### src/rtl/mxv_dot_seq_if.sv
// Handshake/data bundle between the dot-product sequencer and its upstream
// vector mux / matrix-row source. The sequencer side uses the master modport.
interface mxv_dot_seq_if #(
    parameter int DATA_W = 16,
    parameter int N      = 8,
    parameter int SEL_W  = $clog2(N),
    parameter int ACC_W  = 2*DATA_W + SEL_W
);
    logic              start;
    logic [SEL_W-1:0]  sel;
    logic [DATA_W-1:0] vec_elem;
    logic [DATA_W-1:0] mat_elem;
    logic              busy;
    logic              done;
    logic [ACC_W-1:0]  result;

    modport master (
        input  start, vec_elem, mat_elem,
        output sel, busy, done, result
    );

    modport slave (
        output start, vec_elem, mat_elem,
        input  sel, busy, done, result
    );
endinterface

### src/rtl/mxv_dot_seq.sv
// Walks the upstream mux select through 0..N-1, multiplies each vector element by
// its matrix-row element and accumulates one exact-width unsigned dot product.
module mxv_dot_seq #(
    parameter int DATA_W = 16,
    parameter int N      = 8,
    parameter int SEL_W  = $clog2(N),
    parameter int ACC_W  = 2*DATA_W + SEL_W
) (
    input logic           clk,
    input logic           rst,
    mxv_dot_seq_if.master bus
);

    typedef enum logic [1:0] {
        IDLE,
        RUN,
        DRAIN
    } state_t;

    localparam logic [SEL_W-1:0] LAST_SEL = SEL_W'(N - 1);

    state_t              state, state_n;
    logic [SEL_W-1:0]    sel_q, sel_n;
    logic [ACC_W-1:0]    acc_q, acc_n;
    logic [ACC_W-1:0]    result_q, result_n;
    logic [2*DATA_W-1:0] prod_q, prod_n;
    logic                prod_v_q, prod_v_n;
    logic                done_q, done_n;

    always_ff @(posedge clk) begin
        if (rst) begin
            state    <= IDLE;
            sel_q    <= '0;
            acc_q    <= '0;
            result_q <= '0;
            prod_q   <= '0;
            prod_v_q <= 1'b0;
            done_q   <= 1'b0;
        end else begin
            state    <= state_n;
            sel_q    <= sel_n;
            acc_q    <= acc_n;
            result_q <= result_n;
            prod_q   <= prod_n;
            prod_v_q <= prod_v_n;
            done_q   <= done_n;
        end
    end

    // The product register lags sel by one cycle, so the final product is folded
    // into the result during DRAIN rather than into acc.
    always_comb begin
        state_n  = state;
        sel_n    = sel_q;
        acc_n    = acc_q;
        result_n = result_q;
        prod_n   = prod_q;
        prod_v_n = prod_v_q;
        done_n   = 1'b0;

        case (state)
            IDLE: begin
                if (bus.start) begin
                    acc_n    = '0;
                    prod_v_n = 1'b0;
                    sel_n    = '0;
                    state_n  = RUN;
                end
            end
            RUN: begin
                prod_n   = (2*DATA_W)'(bus.vec_elem) * (2*DATA_W)'(bus.mat_elem);
                prod_v_n = 1'b1;
                if (prod_v_q) begin
                    acc_n = acc_q + ACC_W'(prod_q);
                end
                if (sel_q == LAST_SEL) begin
                    state_n = DRAIN;
                end else begin
                    sel_n = sel_q + SEL_W'(1);
                end
            end
            DRAIN: begin
                result_n = acc_q + ACC_W'(prod_q);
                done_n   = 1'b1;
                prod_v_n = 1'b0;
                sel_n    = '0;
                state_n  = IDLE;
            end
            default: begin
                state_n = IDLE;
            end
        endcase
    end

    assign bus.sel    = sel_q;
    assign bus.busy   = (state != IDLE);
    assign bus.done   = done_q;
    assign bus.result = result_q;

endmodule

### src/flat_wrapper.sv
// flat-port wrapper written by rule: the top's interface ports become plain ports
module mxv_dot_seq_flat 
#(
    parameter int DATA_W = 16,
    parameter int N      = 8,
    parameter int SEL_W  = $clog2(N),
    parameter int ACC_W  = 2*DATA_W + SEL_W
)
  (clk, rst, bus_start, bus_vec_elem, bus_mat_elem, bus_sel, bus_busy, bus_done, bus_result);
  mxv_dot_seq_if #(.DATA_W(DATA_W), .N(N), .SEL_W(SEL_W), .ACC_W(ACC_W)) bus_i ();
  input logic clk;
  input logic rst;
  input wire logic [$bits(bus_i.start)-1:0] bus_start;
  input wire logic [$bits(bus_i.vec_elem)-1:0] bus_vec_elem;
  input wire logic [$bits(bus_i.mat_elem)-1:0] bus_mat_elem;
  output wire logic [$bits(bus_i.sel)-1:0] bus_sel;
  output wire logic [$bits(bus_i.busy)-1:0] bus_busy;
  output wire logic [$bits(bus_i.done)-1:0] bus_done;
  output wire logic [$bits(bus_i.result)-1:0] bus_result;
  assign bus_i.start = bus_start;
  assign bus_i.vec_elem = bus_vec_elem;
  assign bus_i.mat_elem = bus_mat_elem;
  assign bus_sel = bus_i.sel;
  assign bus_busy = bus_i.busy;
  assign bus_done = bus_i.done;
  assign bus_result = bus_i.result;
  mxv_dot_seq #(.DATA_W(DATA_W), .N(N), .SEL_W(SEL_W), .ACC_W(ACC_W)) u_core (.clk(clk), .rst(rst), .bus(bus_i));
endmodule
### config.mk
export PLATFORM = sky130hd
export DESIGN_NAME = mxv_dot_seq_flat
export DESIGN_NICKNAME = d
export VERILOG_FILES = /design/src/rtl/mxv_dot_seq_if.sv /design/src/rtl/mxv_dot_seq.sv /design/src/flat_wrapper.sv
export SDC_FILE = /design/constraint.sdc
export NUM_CORES = 1
export LEC_CHECK = 0
export CAP_MARGIN = 40
export CELL_PAD_IN_SITES_DETAIL_PLACEMENT = 0
export CELL_PAD_IN_SITES_GLOBAL_PLACEMENT = 1
export CORE_UTILIZATION = 48
export DETAILED_ROUTE_END_ITERATION = 10
export PLACE_DENSITY_LB_ADDON = 0.15
export SETUP_SLACK_MARGIN = 0.15
export SLEW_MARGIN = 10
export SYNTH_ARGS = -nofsm -noshare
export SYNTH_HDL_FRONTEND = slang
export SYNTH_SLANG_ARGS = --single-unit
### constraint.sdc
create_clock -name clk -period 8.5 [get_ports clk]
set_input_delay 1.275 -clock clk [delete_from_list [all_inputs] [get_ports clk]]
set_output_delay 1.275 -clock clk [all_outputs]
set_load 0.005 [all_outputs]
==> impl.org, run 1 <==
** Status
- The flow ran to the end, and the final reports show no timing, DRC or antenna violations.

** Pwr
- Dividing total power by cell area gives a power density of 365.8 mW/mm^2.
- Leak Pwr :: 7.415 nW
- Maximum VDD drop :: 541.6 uV
- In this run the power spent charging and discharging nets is 3.128 mW.
- Power consumption :: 5.775 mW
- Clock share of power :: 0.073
- Internal power comes to 2.647 mW.
- Sequential fraction of design power :: 0.101
- Combinational share of power :: 0.826
- Of the total power, the share spent switching nets is 0.5416.

** Finish
- Multi-input gate area :: 0.01105 sq mm
- 0 antenna diodes ended up in the layout.
- Signed area change from the synthesized netlist to the final layout :: 9.123%
- The filler cells instantiated in the layout total 2932.
- Leaving out fill and tap cells, the most frequent cell in the layout is sky130_fd_sc_hd__nand2_1.
- Final core occ :: 0.5327
- Ratio of cells with drive above 1 in the final layout :: 0.02436
- Area taken by flip-flops and latches :: 0.002182 sq mm
- Commonest non-fill, non-tap cells in the layout :: sky130_fd_sc_hd__nand2_1, sky130_fd_sc_hd__inv_1, sky130_fd_sc_hd__fa_1, sky130_fd_sc_hd__ha_1, sky130_fd_sc_hd__and2_1
- For this run, the post-layout net count is 2128.

** Detailed routing
- Met2 WL :: 17.51 mm
- Number of search-and-repair iterations in the first detailed-routing pass :: 5
- Summed over all layers, the routed wires come to 36.28 mm.
- Routed met1 length :: 16.82 mm
- Antenna Nets Post-Route :: 0
- Via/cell ratio :: 5.615
- Average wire per cell in the routed design :: 16.84 um
- The highest layer touched by signal routing is met4.
- Overall via count from detail_route :: 12100
- Post-route DRC :: 0
- Wire segments on met3 add up to 1.363 mm in the final route.
- In this run, the number of DRC markers left after iteration 0 of detailed routing was 697.

** Setup path
- Required time at the worst-slack endpoint :: 8.72 ns
- Worst reg2reg startpoint :: u_core.prod_q[22]$_SDFFE_PP0P_
- The setup check on the worst reg-to-reg path leaves a slack of 5.50 ns.
- Data arrives at the worst endpoint at 7.76 ns.
- Element type at the critical path start :: primary input
- For the worst flop-to-flop path, the logic depth is 8.
- The worst setup path is captured at a register.
- Worst r2r dst :: u_core.bus.result[30]$_SDFFE_PP0P_
- Of all nets on the critical path, the largest fanout is 16.
- CP Class :: primary input to register

** Placement
- In this run the tool buffered the top-level ports with 74 buffer cells.
- Routability-driven placement finished with a final weighted congestion of 0.8858.
- HPWL after detailed placement :: 28.81 mm

** Global routing
- The via count of the first global-routing pass came to 12690.
- Global route total overflow :: 0
- Pin count of the biggest net entering global routing :: 71
- The first global-routing pass estimated 62.87 mm of wire.
- Across every metal layer, demand over resource in global routing totals 0.2529.
- The initial antenna violation count came to 0.

** Clock network
- Number of clock sinks :: 109
- In this run, post-CTS hold repair placed 0 buffers.
- Number of CTS-inserted buffers :: 9
- The tree is rooted in a sky130_fd_sc_hd__clkbuf_16.
- After clock tree synthesis, the repair step resized 0 gates.
- Post-CTS Repair Setup Buffers :: 0
- After clock tree synthesis, the clock-pin slew on the worst setup and hold paths is 0.07 ns.
- The later pin in the worst-skew pair is clocked with a latency of 0.35 ns.
- TritonCTS built the clock tree.
- Maximum root-to-sink buffer count :: 2
- CTS built an H-tree with a depth of 3.

** Timing
- Setup-violating endpoint count in the final report :: 0
- RSZ-0062 raised after global routing :: no
- The routed design could run at a clock period as short as 7.535 ns.
- In this run the tightest slew margin relative to its limit is 0.4347.
- The number of endpoints with negative hold slack in the final report was 0.
- At the pin with the least slew margin, the transition time is 0.8429 ns.
- In the final timing run, aggregate negative setup slack is 0 ns.
- Max Fclk :: 132.7 MHz
- Largest clock skew in the final design :: 0.01164 ns
- In the finished design, the share of the clock period the worst path needs comes to 0.8864.
- Final-report max-slew violation count :: 0

** Flow run
- Across the run, the number of max-cap violations was 0.

** Synthesis
- Yosys mapped a number of flops with a built-in enable equal to 0.
- Post-synth net total :: 2109
- Post-synthesis instance area :: 0.01447 sq mm
- Among all flip-flop cells after synthesis, the most frequent one is sky130_fd_sc_hd__dfxtp_1.
- Number of synthesized register bits :: 109
- Synth async-reset ratio :: 0
- Synthesized area divided by synthesized cell count :: 8.311 sq um
- Yosys printed 0 warnings.
- Sequential cell area fraction in the yosys report :: 0.1508
- Counting distinct cell types in the post-synthesis netlist gives 63.
- The cell count after synthesis came out at 1741.

** Hold path
- Hold wc startpoint :: u_core.acc_q[16]$_SDFFE_PP0P_
- Number of cells traversed by the worst hold path :: 2
- In this run the worst hold path is classified as register to register.
- The path with the worst hold slack has its endpoint at u_core.acc_q[16]$_SDFFE_PP0P_.

** Die
- Measured along the y axis, the die boundary spans 175.6 um.
- The die covers 0.03084 sq mm.
- IO Pins :: 75
- Number of placement rows :: 63
- Horiz. Die Dim :: 175.6 um
- The total area inside the core boundary comes to 0.02964 sq mm.
- The initial utilization of the core area, before any placement, comes to 0.4882.
[synth_stat cells, types with 7 or more instances]
cell / count / share of area
sky130_fd_sc_hd__o21a_1: 9 / 0.0047
sky130_fd_sc_hd__and3_1: 22 / 0.0095
sky130_fd_sc_hd__or4_1: 8 / 0.0042
sky130_fd_sc_hd__clkbuf_1: 73 / 0.019
sky130_fd_sc_hd__o211ai_1: 9 / 0.0047
sky130_fd_sc_hd__nor3_1: 14 / 0.0048
sky130_fd_sc_hd__a31oi_1: 13 / 0.0056
sky130_fd_sc_hd__a211o_1: 11 / 0.0067
sky130_fd_sc_hd__o21ai_1: 27 / 0.0093
sky130_fd_sc_hd__a21o_1: 32 / 0.017
sky130_fd_sc_hd__nand4_1: 22 / 0.0095
sky130_fd_sc_hd__nand2_1: 262 / 0.068
sky130_fd_sc_hd__o21bai_1: 10 / 0.0052
sky130_fd_sc_hd__a21oi_1: 108 / 0.037
sky130_fd_sc_hd__fa_1: 195 / 0.27
sky130_fd_sc_hd__inv_1: 249 / 0.065
sky130_fd_sc_hd__a22oi_1: 11 / 0.0057
sky130_fd_sc_hd__nor2_1: 58 / 0.015
sky130_fd_sc_hd__xnor2_1: 20 / 0.012
sky130_fd_sc_hd__nand3_1: 53 / 0.018
sky130_fd_sc_hd__and2_1: 129 / 0.056
sky130_fd_sc_hd__ha_1: 138 / 0.12
sky130_fd_sc_hd__o31ai_1: 7 / 0.0036
sky130_fd_sc_hd__xor2_1: 15 / 0.0091
sky130_fd_sc_hd__dfxtp_1: 109 / 0.15
sky130_fd_sc_hd__o21ai_0: 31 / 0.011
sky130_fd_sc_hd__a211oi_1: 12 / 0.0062
[worst max path at each step]
| stage | slack, ns | cells after the start | endpoint | from |
|---|---|---|---|---|
| finish | 0.97 | 21 | u_core.prod_q[30]$_SDFFE_PP0P_ | bus_mat_elem[7] |
| global route | 0.67 | 21 | u_core.prod_q[30]$_SDFFE_PP0P_ | bus_mat_elem[7] |
| CTS | 1.06 | 21 | u_core.prod_q[30]$_SDFFE_PP0P_ | bus_mat_elem[7] |
| detailed placement | 0.71 | 21 | u_core.prod_q[30]$_SDFFE_PP0P_ | bus_mat_elem[7] |
| global placement | 0.72 | 21 | u_core.prod_q[30]$_SDFFE_PP0P_ | bus_mat_elem[7] |
| floorplan | 1.83 | 22 | u_core.prod_q[30]$_SDFFE_PP0P_ | bus_mat_elem[7] |
[kinds of logic after synthesis]
kind of cell	Yosys count	synth area share
XOR/XNOR	35	0.02119
AND/OR/NAND/NOR	599	0.2003
flip-flops	109	0.1508
buffers and inverters	330	0.08604
multiplexers	3	0.002075
adder cells (fa/ha/maj)	333	0.3891
AO/OA/AOI/OAI	332	0.1505
[routing by layer]
layer | track usage | up-vias
met3 | 0.03139 | 48
met5 | 0 | -
met1 | 0.3404 | 6030
met4 | 0.05254 | 0
met2 | 0.4349 | 236
li1 | - | 5786
[state kept, by name (all words and copies together), names as in the netlist]
signal             cells
u_core.prod_v_q        1
u_core.acc_q          35
u_core.bus.sel         3
u_core.state           2
u_core.bus.done        1
u_core.bus.result     35
u_core.prod_q         32
[power by group through the flow]
| stage | Clock, mW | Combinational (mW) | Sequential, mW |
|---|---|---|---|
| floorplan | 0 | 3.62 | 0.583 |
| global placement | 0 | 4.72 | 0.595 |
| detailed placement | 0 | 4.73 | 0.596 |
| CTS | 0.428 | 4.78 | 0.584 |
| global route | 0.449 | 5.46 | 0.587 |
| finish | 0.420 | 4.77 | 0.583 |
[worst max-delay path, stage by stage]
cell and delay [ns]:
sky130_fd_sc_hd__clkdlybuf4s50_1 0.96, sky130_fd_sc_hd__nand2_1 0.17, sky130_fd_sc_hd__fa_1 0.56, sky130_fd_sc_hd__inv_1 0.05, sky130_fd_sc_hd__fa_1 0.50, sky130_fd_sc_hd__inv_1 0.06
sky130_fd_sc_hd__fa_1 0.57, sky130_fd_sc_hd__inv_1 0.06, sky130_fd_sc_hd__fa_1 0.38, sky130_fd_sc_hd__fa_1 0.51, sky130_fd_sc_hd__inv_1 0.05, sky130_fd_sc_hd__fa_1 0.47
sky130_fd_sc_hd__inv_1 0.04, sky130_fd_sc_hd__ha_1 0.37, sky130_fd_sc_hd__a21o_1 0.19, sky130_fd_sc_hd__a21o_1 0.18, sky130_fd_sc_hd__a2111oi_0 0.50, sky130_fd_sc_hd__a21boi_1 0.35
sky130_fd_sc_hd__o41a_1 0.28, sky130_fd_sc_hd__or4_1 0.14, sky130_fd_sc_hd__nand3_1 0.09
[stage by stage]
step	hold WS [ns]	std cells	worst slack, ns	instance area [sq um]
after floorplan	0.4292	1741	1.831	14470
after global placement	0.4389	2138	0.7191	15490
after detailed placement	0.4477	2139	0.7127	15500
after CTS	0.4577	2155	1.060	15790
after global routing	0.4806	2155	0.6729	15790
final	0.4516	2155	0.9654	15790
[layout make-up]
| class | instances | share of cell area |
|---|---|---|
| tap | 390 | 0.03091 |
| multi-input combinational | 1302 | 0.6997 |
| inverter | 250 | 0.05943 |
| sequential | 109 | 0.1382 |
| clock buffer | 10 | 0.01514 |
| clock inverter | 6 | 0.003408 |
| timing repair buffer | 88 | 0.05325 |
Power figures use the tool's default switching activity.
==> run 2: changes to the inputs <==
Settings changed: CORE_UTILIZATION 48 to 43.
Clock period 8.5 ns to 6.8 ns, I/O delays scaled along.
==> run 2 against run 1 <==
  * Combinational power rose by 66%
  * Global-route usage down 1.9 points
  * Highest routed layer unchanged
  * Largest power group unchanged
  * Clock power up 32%
  * Total power increased by 59%
  * Register-to-register slack worse by 1.7 ns
  * Critical path depth decreased by 1
  * Via count grew 2.1%
  * Final cell count up 7.8%
  * Largest cell class unchanged
==> impl.org, run 2 (synthesized netlist as in run 1, its figures left out) <==
** Clock network
- Worst-skew pair later-pin latency :: 0.37 ns
- For this design, the sink count on the clock tree is 109.
- After clock tree synthesis, the clock-pin slew on the worst setup and hold paths is 0.08 ns.
- H-tree depth reported by CTS :: 3
- Maximum root-to-sink buffer count :: 2
- The cell sitting at the root of the clock tree is a sky130_fd_sc_hd__clkbuf_16.
- TritonCTS built the clock tree.
- Number of CTS-inserted buffers :: 9

** Setup path
- Arrival @ worst endpoint :: 6.76 ns
- Required time at the worst-slack endpoint :: 7.11 ns
- CP Class :: primary input to register
- Of all nets on the critical path, the largest fanout is 4.
- The worst setup path is captured at a register.
- Element type at the critical path start :: primary input

** Finish
- At the end of the flow, the number of nets in the layout was 2244.
- Ratio of cells with drive above 1 in the final layout :: 0.09782
- Signed area change from the synthesized netlist to the final layout :: 17.56%
- The library cell used most frequently in the layout, excluding fill and tap cells, is sky130_fd_sc_hd__nand2_1.
- Commonest non-fill, non-tap cells in the layout :: sky130_fd_sc_hd__nand2_1, sky130_fd_sc_hd__inv_1, sky130_fd_sc_hd__fa_1, sky130_fd_sc_hd__ha_1, sky130_fd_sc_hd__and2_1

** Timing
- Measured against its own limit, the worst slew margin works out to 0.4786.
- Static timing analysis puts the maximum clock frequency at 155.0 MHz.
- Setup violations remaining at the end of the flow were counted as 0.
- The number of max-slew violations in the final report was 0.
- Final worst-path cycle share :: 0.9487
- Number of failing hold endpoints at the final stage :: 0
- RSZ-0062 raised after global routing :: no
- For the pin with the worst max-slew slack, the measured transition is 0.7775 ns.
- Min Tclk post-route :: 6.451 ns
- Hold is met by 0.4540 ns.
- After layout, the worst setup slack is 0.3485 ns.
- After routing, the total negative slack on setup checks comes to 0 ns.
- Largest clock skew in the final design :: 0.01251 ns

** Placement
- Routability-driven placement finished with a final weighted congestion of 0.8755.
- Detailed placement finished with a half-perimeter wire length of 30.88 mm.
- Prior to clock tree synthesis, the placed netlist has a worst setup slack of -0.2005 ns.
- PortBufs :: 74

** Detailed routing
- Overall via count from detail_route :: 12350
- Average wire per cell in the routed design :: 16.20 um
- Antenna Nets Post-Route :: 0
- Number of search-and-repair iterations in the first detailed-routing pass :: 6
- The routed design has 37.64 mm of wire.
- In this run, the number of DRC markers left after iteration 0 of detailed routing was 656.
- After detailed routing, the number of vias per cell comes to 5.315.
- In the routed design, unresolved DRC markers number 0.

** Die
- Core outline area :: 0.03278 sq mm
- Die footprint :: 0.03439 sq mm
- For this design the top-level I/O count stands at 75.
- Die Ht :: 185.4 um
- Starting density of the core :: 0.4413
- Horiz. Die Dim :: 185.4 um
- Number of placement rows :: 66

** Global routing
- Global-route wire length before repair :: 64.54 mm
- Across every metal layer, demand over resource in global routing totals 0.2338.
- Antenna violations before repair :: 1
- Number of global-route vias before repair :: 12950
- Global route total overflow :: 0
- Pin count of the biggest net entering global routing :: 69

** Status
- The flow ran to the end, and the final reports show no timing, DRC or antenna violations.

** Hold path
- Worst min-delay path class :: register to register

** Pwr
- The worst-case IR drop observed on VDD is 770.8 uV.
- In this run the power density over the cells is 540.6 mW/mm^2.
- Leak Pwr :: 8.127 nW

** Flow run
- Max-cap violations in this run came to 0.
[run 2: changes by cell type in the layout (fill, tap and decap cells not counted), sizes merged]
cell,before,now
clkinvlp,1,3
diode,0,1
buf,15,130
dlymetal6s2s,0,13
inv,253,251
clkdlybuf4s50,73,60
bufinv,0,1
[run 2: layer usage]
| metal | GRT usage | wire, um | part of all wire | up-vias |
|---|---|---|---|---|
| li1 | - | - | - | 6016 |
| met1 | 0.3184 | 18280 | 0.49 | 6145 |
| met2 | 0.4051 | 17990 | 0.48 | 165 |
| met3 | 0.02399 | 1065 | 0.028 | 26 |
| met4 | 0.03636 | 298 | 0.0079 | 0 |
| met5 | 0 | 0 | 0 | - |
[run 2: worst paths after layout]
kind	startpoint	to	slack, ns	cells after the start
setup / recovery	bus_vec_elem[4]	u_core.prod_q[30]$_SDFFE_PP0P_	0.35	20
hold / removal	u_core.bus.result[0]$_SDFFE_PP0P_	u_core.bus.result[0]$_SDFFE_PP0P_	0.45	2
setup reg to reg	u_core.prod_q[22]$_SDFFE_PP0P_	u_core.bus.result[30]$_SDFFE_PP0P_	3.79	8
hold reg to reg	u_core.bus.result[0]$_SDFFE_PP0P_	u_core.bus.result[0]$_SDFFE_PP0P_	0.45	2
[run 2: through the flow]
| stage | util | area (sq um) | instances | total power, mW |
|---|---|---|---|---|
| after floorplan | - | 14470 | 1741 | 5.248 |
| after global placement | 0.5022 | 16460 | 2303 | 8.097 |
| after detailed placement | 0.5027 | 16480 | 2304 | 8.155 |
| after CTS | 0.5121 | 16790 | 2320 | 8.772 |
| after global routing | 0.5189 | 17010 | 2324 | 10.32 |
| final | 0.5189 | 17010 | 2324 | 9.195 |
[run 2: critical path, cell delays in order]
cell and delay [ns]:
sky130_fd_sc_hd__clkdlybuf4s50_1 0.44, sky130_fd_sc_hd__and2_1 0.19, sky130_fd_sc_hd__fa_1 0.51, sky130_fd_sc_hd__inv_1 0.06, sky130_fd_sc_hd__fa_1 0.53, sky130_fd_sc_hd__inv_1 0.05
sky130_fd_sc_hd__fa_1 0.50, sky130_fd_sc_hd__fa_1 0.52, sky130_fd_sc_hd__fa_1 0.50, sky130_fd_sc_hd__inv_1 0.05, sky130_fd_sc_hd__fa_1 0.48, sky130_fd_sc_hd__inv_1 0.07
sky130_fd_sc_hd__ha_4 0.28, sky130_fd_sc_hd__a21o_1 0.10, sky130_fd_sc_hd__a21o_1 0.15, sky130_fd_sc_hd__a2111oi_2 0.07, sky130_fd_sc_hd__a21boi_2 0.18, sky130_fd_sc_hd__o41a_1 0.47
sky130_fd_sc_hd__or4_1 0.49, sky130_fd_sc_hd__nand3_1 0.10
[run 2: where the power goes]
group          leakage (nW)  internal, mW  switching [mW]
Combinational          7.10          3.81            4.10
Clock                 0.142         0.292           0.264
Sequential            0.883         0.694          0.0341
Total                  8.13          4.80            4.40
[run 2: repair_timing]
action,CTS,global route
endpoints found under the setup margin,0,12
hold buffers,0,0
resized for setup,0,44
endpoints found under the hold margin,0,0
setup buffers,0,1
[run 2: cell type report]
| class | instances | area, sq um |
|---|---|---|
| inverters | 250 | 938.4 |
| fillers | 3252 | 15770 |
| clock inverters | 7 | 83.83 |
| diodes | 1 | 2.502 |
| clock buffers | 9 | 225.2 |
| well taps | 442 | 553.0 |
| flip-flops and latches | 109 | 2182 |
| repair buffers | 204 | 1844 |
| multi-input cells | 1302 | 11180 |
==> run 3: changes to the inputs <==
Settings changed: CORE_ASPECT_RATIO from default to 0.7.
==> run 3 against run 2 <==
  * Largest cell class unchanged
  * Total power increased by 2.5%
  * Non-clock buffer count increased by 18
  * Count of clock-buffer cells in the layout increased by 3
  * Die area about the same
  * Register-to-register slack got worse by 0.16 ns
  * Clock power decreased by 3%
  * Via count increased by 2.3%
  * Routed wire length increased by 3.1%
  * Final cell count about the same
  * Critical path type unchanged
  * First-iteration DRC count increased by 29%
  * Sequential share of layout area decreased by 0.11 points
  * Critical endpoint is now u_core.prod_q[29]$_SDFFE_PP0P_
  * Core utilization increased by 0.61 points
==> impl.org, run 3 (synthesized netlist as in run 1, its figures left out) <==
** Pwr
- Pwr per Cell Area :: 549.1 mW/mm^2
- Power consumption :: 9.423 mW
- In this run the static leakage power is 8.216 nW.
- Maximum VDD drop :: 855.6 uV

** Detailed routing
- Average wire per cell in the routed design :: 16.69 um
- Overall via count from detail_route :: 12640
- Antenna Nets Post-Route :: 0
- After detailed routing, the number of vias per cell comes to 5.435.
- Number of search-and-repair iterations in the first detailed-routing pass :: 5
- The routed design has 38.82 mm of wire.
- For this block, the initial DRC count from the detailed router was 844.
- After detailed routing, the number of remaining DRC violations is 0.

** Timing
- Worst slew margin relative to its limit :: 0.4281
- Setup violations remaining at the end of the flow were counted as 0.
- Worst-margin pin slew :: 0.8579 ns
- Between clock sinks in the finished design, the worst skew comes to 0.008634 ns.
- Max Fclk :: 155.1 MHz
- Setup TNS :: 0 ns
- Final-report max-slew violation count :: 0
- Number of failing hold endpoints at the final stage :: 0
- The worst path meets setup with 0.3540 ns of slack.
- Hold is met by 0.4511 ns.
- RSZ-0062 raised after global routing :: yes
- Final worst-path cycle share :: 0.9479
- Min Tclk post-route :: 6.446 ns

** Status
- Result of the run :: completed

** Flow run
- Total of max-cap violations :: 0

** Clock network
- Number of clock sinks :: 109
- H-tree depth reported by CTS :: 3
- TritonCTS built the clock tree.
- Clock-pin slew on the worst setup and hold paths :: 0.07 ns
- Maximum root-to-sink buffer count :: 2
- Number of CTS-inserted buffers :: 9
- Clock Tree Root :: sky130_fd_sc_hd__clkbuf_16
- At the later pin of the worst-skew pair, clock insertion delay measures 0.37 ns.

** Global routing
- Pin count of the biggest net entering global routing :: 71
- Antenna violations before repair :: 0
- The first global-routing pass estimated 66.43 mm of wire.
- In the global route stage, overall resource usage came out at 0.2385.
- The total overflow left after global routing is 0.
- The via count of the first global-routing pass came to 12830.

** Setup path
- In this run the worst path has a maximum fanout of 6.
- The setup check on the worst reg-to-reg path leaves a slack of 3.63 ns.
- The largest individual stage delay along the critical path comes from the cell sky130_fd_sc_hd__fa_1.
- CP Class :: primary input to register
- For this run, the slowest stage of the critical path takes 0.53 ns.
- Required time at the worst-slack endpoint :: 7.06 ns
- Cell repeated most along the worst path :: sky130_fd_sc_hd__fa_1
- Arrival @ worst endpoint :: 6.70 ns
- Element type at the critical path start :: primary input
- Kind of end point of the critical path :: register
- Traced cell by cell, the critical path runs through clkdlybuf4s50_1, buf_6, buf_4, and2_1, fa_1, inv_1, fa_1, fa_1, inv_1, fa_1, fa_1, inv_1, fa_1, inv_1, ha_4, a21o_1, a211o_1, a311oi_2, a21oi_2, o21ai_2, nor4_1, a211o_1.

** Placement
- HPWL after detailed placement :: 31.36 mm
- Area of placed instances :: 0.01655 sq mm
- The congestion estimate from routability-driven global placement came to 0.9263.
- DP Worst Slack :: -0.1429 ns
- Buffers placed on the I/O ports in this run total 74.
- In this run, placement finished with an instance count of 2296.

** Finish
- Signed area change from the synthesized netlist to the final layout :: 18.59%
- Summing all non-filler instances in the final layout gives an area of 0.01716 sq mm.
- The library cell used most frequently in the layout, excluding fill and tap cells, is sky130_fd_sc_hd__nand2_1.
- Measured on the finished design, the core utilization comes to 0.5249.
- The final layout contains 2262 nets.
- Commonest non-fill, non-tap cells in the layout :: sky130_fd_sc_hd__nand2_1, sky130_fd_sc_hd__inv_1, sky130_fd_sc_hd__fa_1, sky130_fd_sc_hd__ha_1
- The filler cells instantiated in the layout total 3151.
- Antenna diodes :: 0
- In the final layout, the share of cells above drive strength 1 is 0.1085.
- For this run, the number of standard cells in the final layout without fillers is 2326.

** Die
- Starting density of the core :: 0.4426
- Core outline area :: 0.03269 sq mm
- Die Ht :: 155.5 um
- 75 I/O pins were placed.
- The initialized floorplan defines 55 standard-cell rows.
- The floorplan step defined a die boundary enclosing 0.03440 sq mm.
- The die is 221.2 um wide.

** Hold path
- Worst min-delay path class :: register to register
==> run 3: area by class of cell <==
type                    instances  area [sq um]  area share
flip-flops and latches        109          2182      0.1272
repair buffers                222          1999      0.1165
multi-input cells            1302         11210      0.6533
well taps                     427         534.3     0.03114
inverters                     250         938.4     0.05469
clock buffers                  12         246.5     0.01436
clock inverters                 4         47.55    0.002771
==> run 3: what timing repair did <==
action,in CTS,in global routing
resized for setup,0,56
endpoints found under the setup margin,0,11
setup buffers,0,11
hold buffers,0,0
==> run 3: power breakdown <==
| group | internal, mW | total, mW | switching (mW) |
|---|---|---|---|
| Sequential | 0.694 | 0.730 | 0.0360 |
| Clock | 0.295 | 0.538 | 0.243 |
| Combinational | 3.93 | 8.15 | 4.23 |
| Total | 4.92 | 9.42 | 4.50 |
==> run 3: metal layers <==
metal | GRT usage | routed length, um
met5 | 0 | 0
met4 | 0.03363 | 239
met3 | 0.03154 | 1926
met2 | 0.3577 | 16120
met1 | 0.3694 | 20530
==> run 3: critical path, delay by kind of cell <==
family	cells	cell delay, ns
adder cells (fa/ha/maj)	7	3.13
AO/OA/AOI/OAI	6	1.40
AND/OR/NAND/NOR	2	0.21
buffers and inverters	7	0.95
==> run 3: final timing paths <==
check / startpoint / endpoint / depth (start not counted)
worst max-delay path: bus_mat_elem[4] / u_core.prod_q[29]$_SDFFE_PP0P_ / 22
worst min-delay path: u_core.bus.result[1]$_SDFFE_PP0P_ / u_core.bus.result[1]$_SDFFE_PP0P_ / 2
worst max register to register: u_core.prod_q[22]$_SDFFE_PP0P_ / u_core.bus.result[30]$_SDFFE_PP0P_ / 8
worst min register to register: u_core.bus.result[1]$_SDFFE_PP0P_ / u_core.bus.result[1]$_SDFFE_PP0P_ / 2
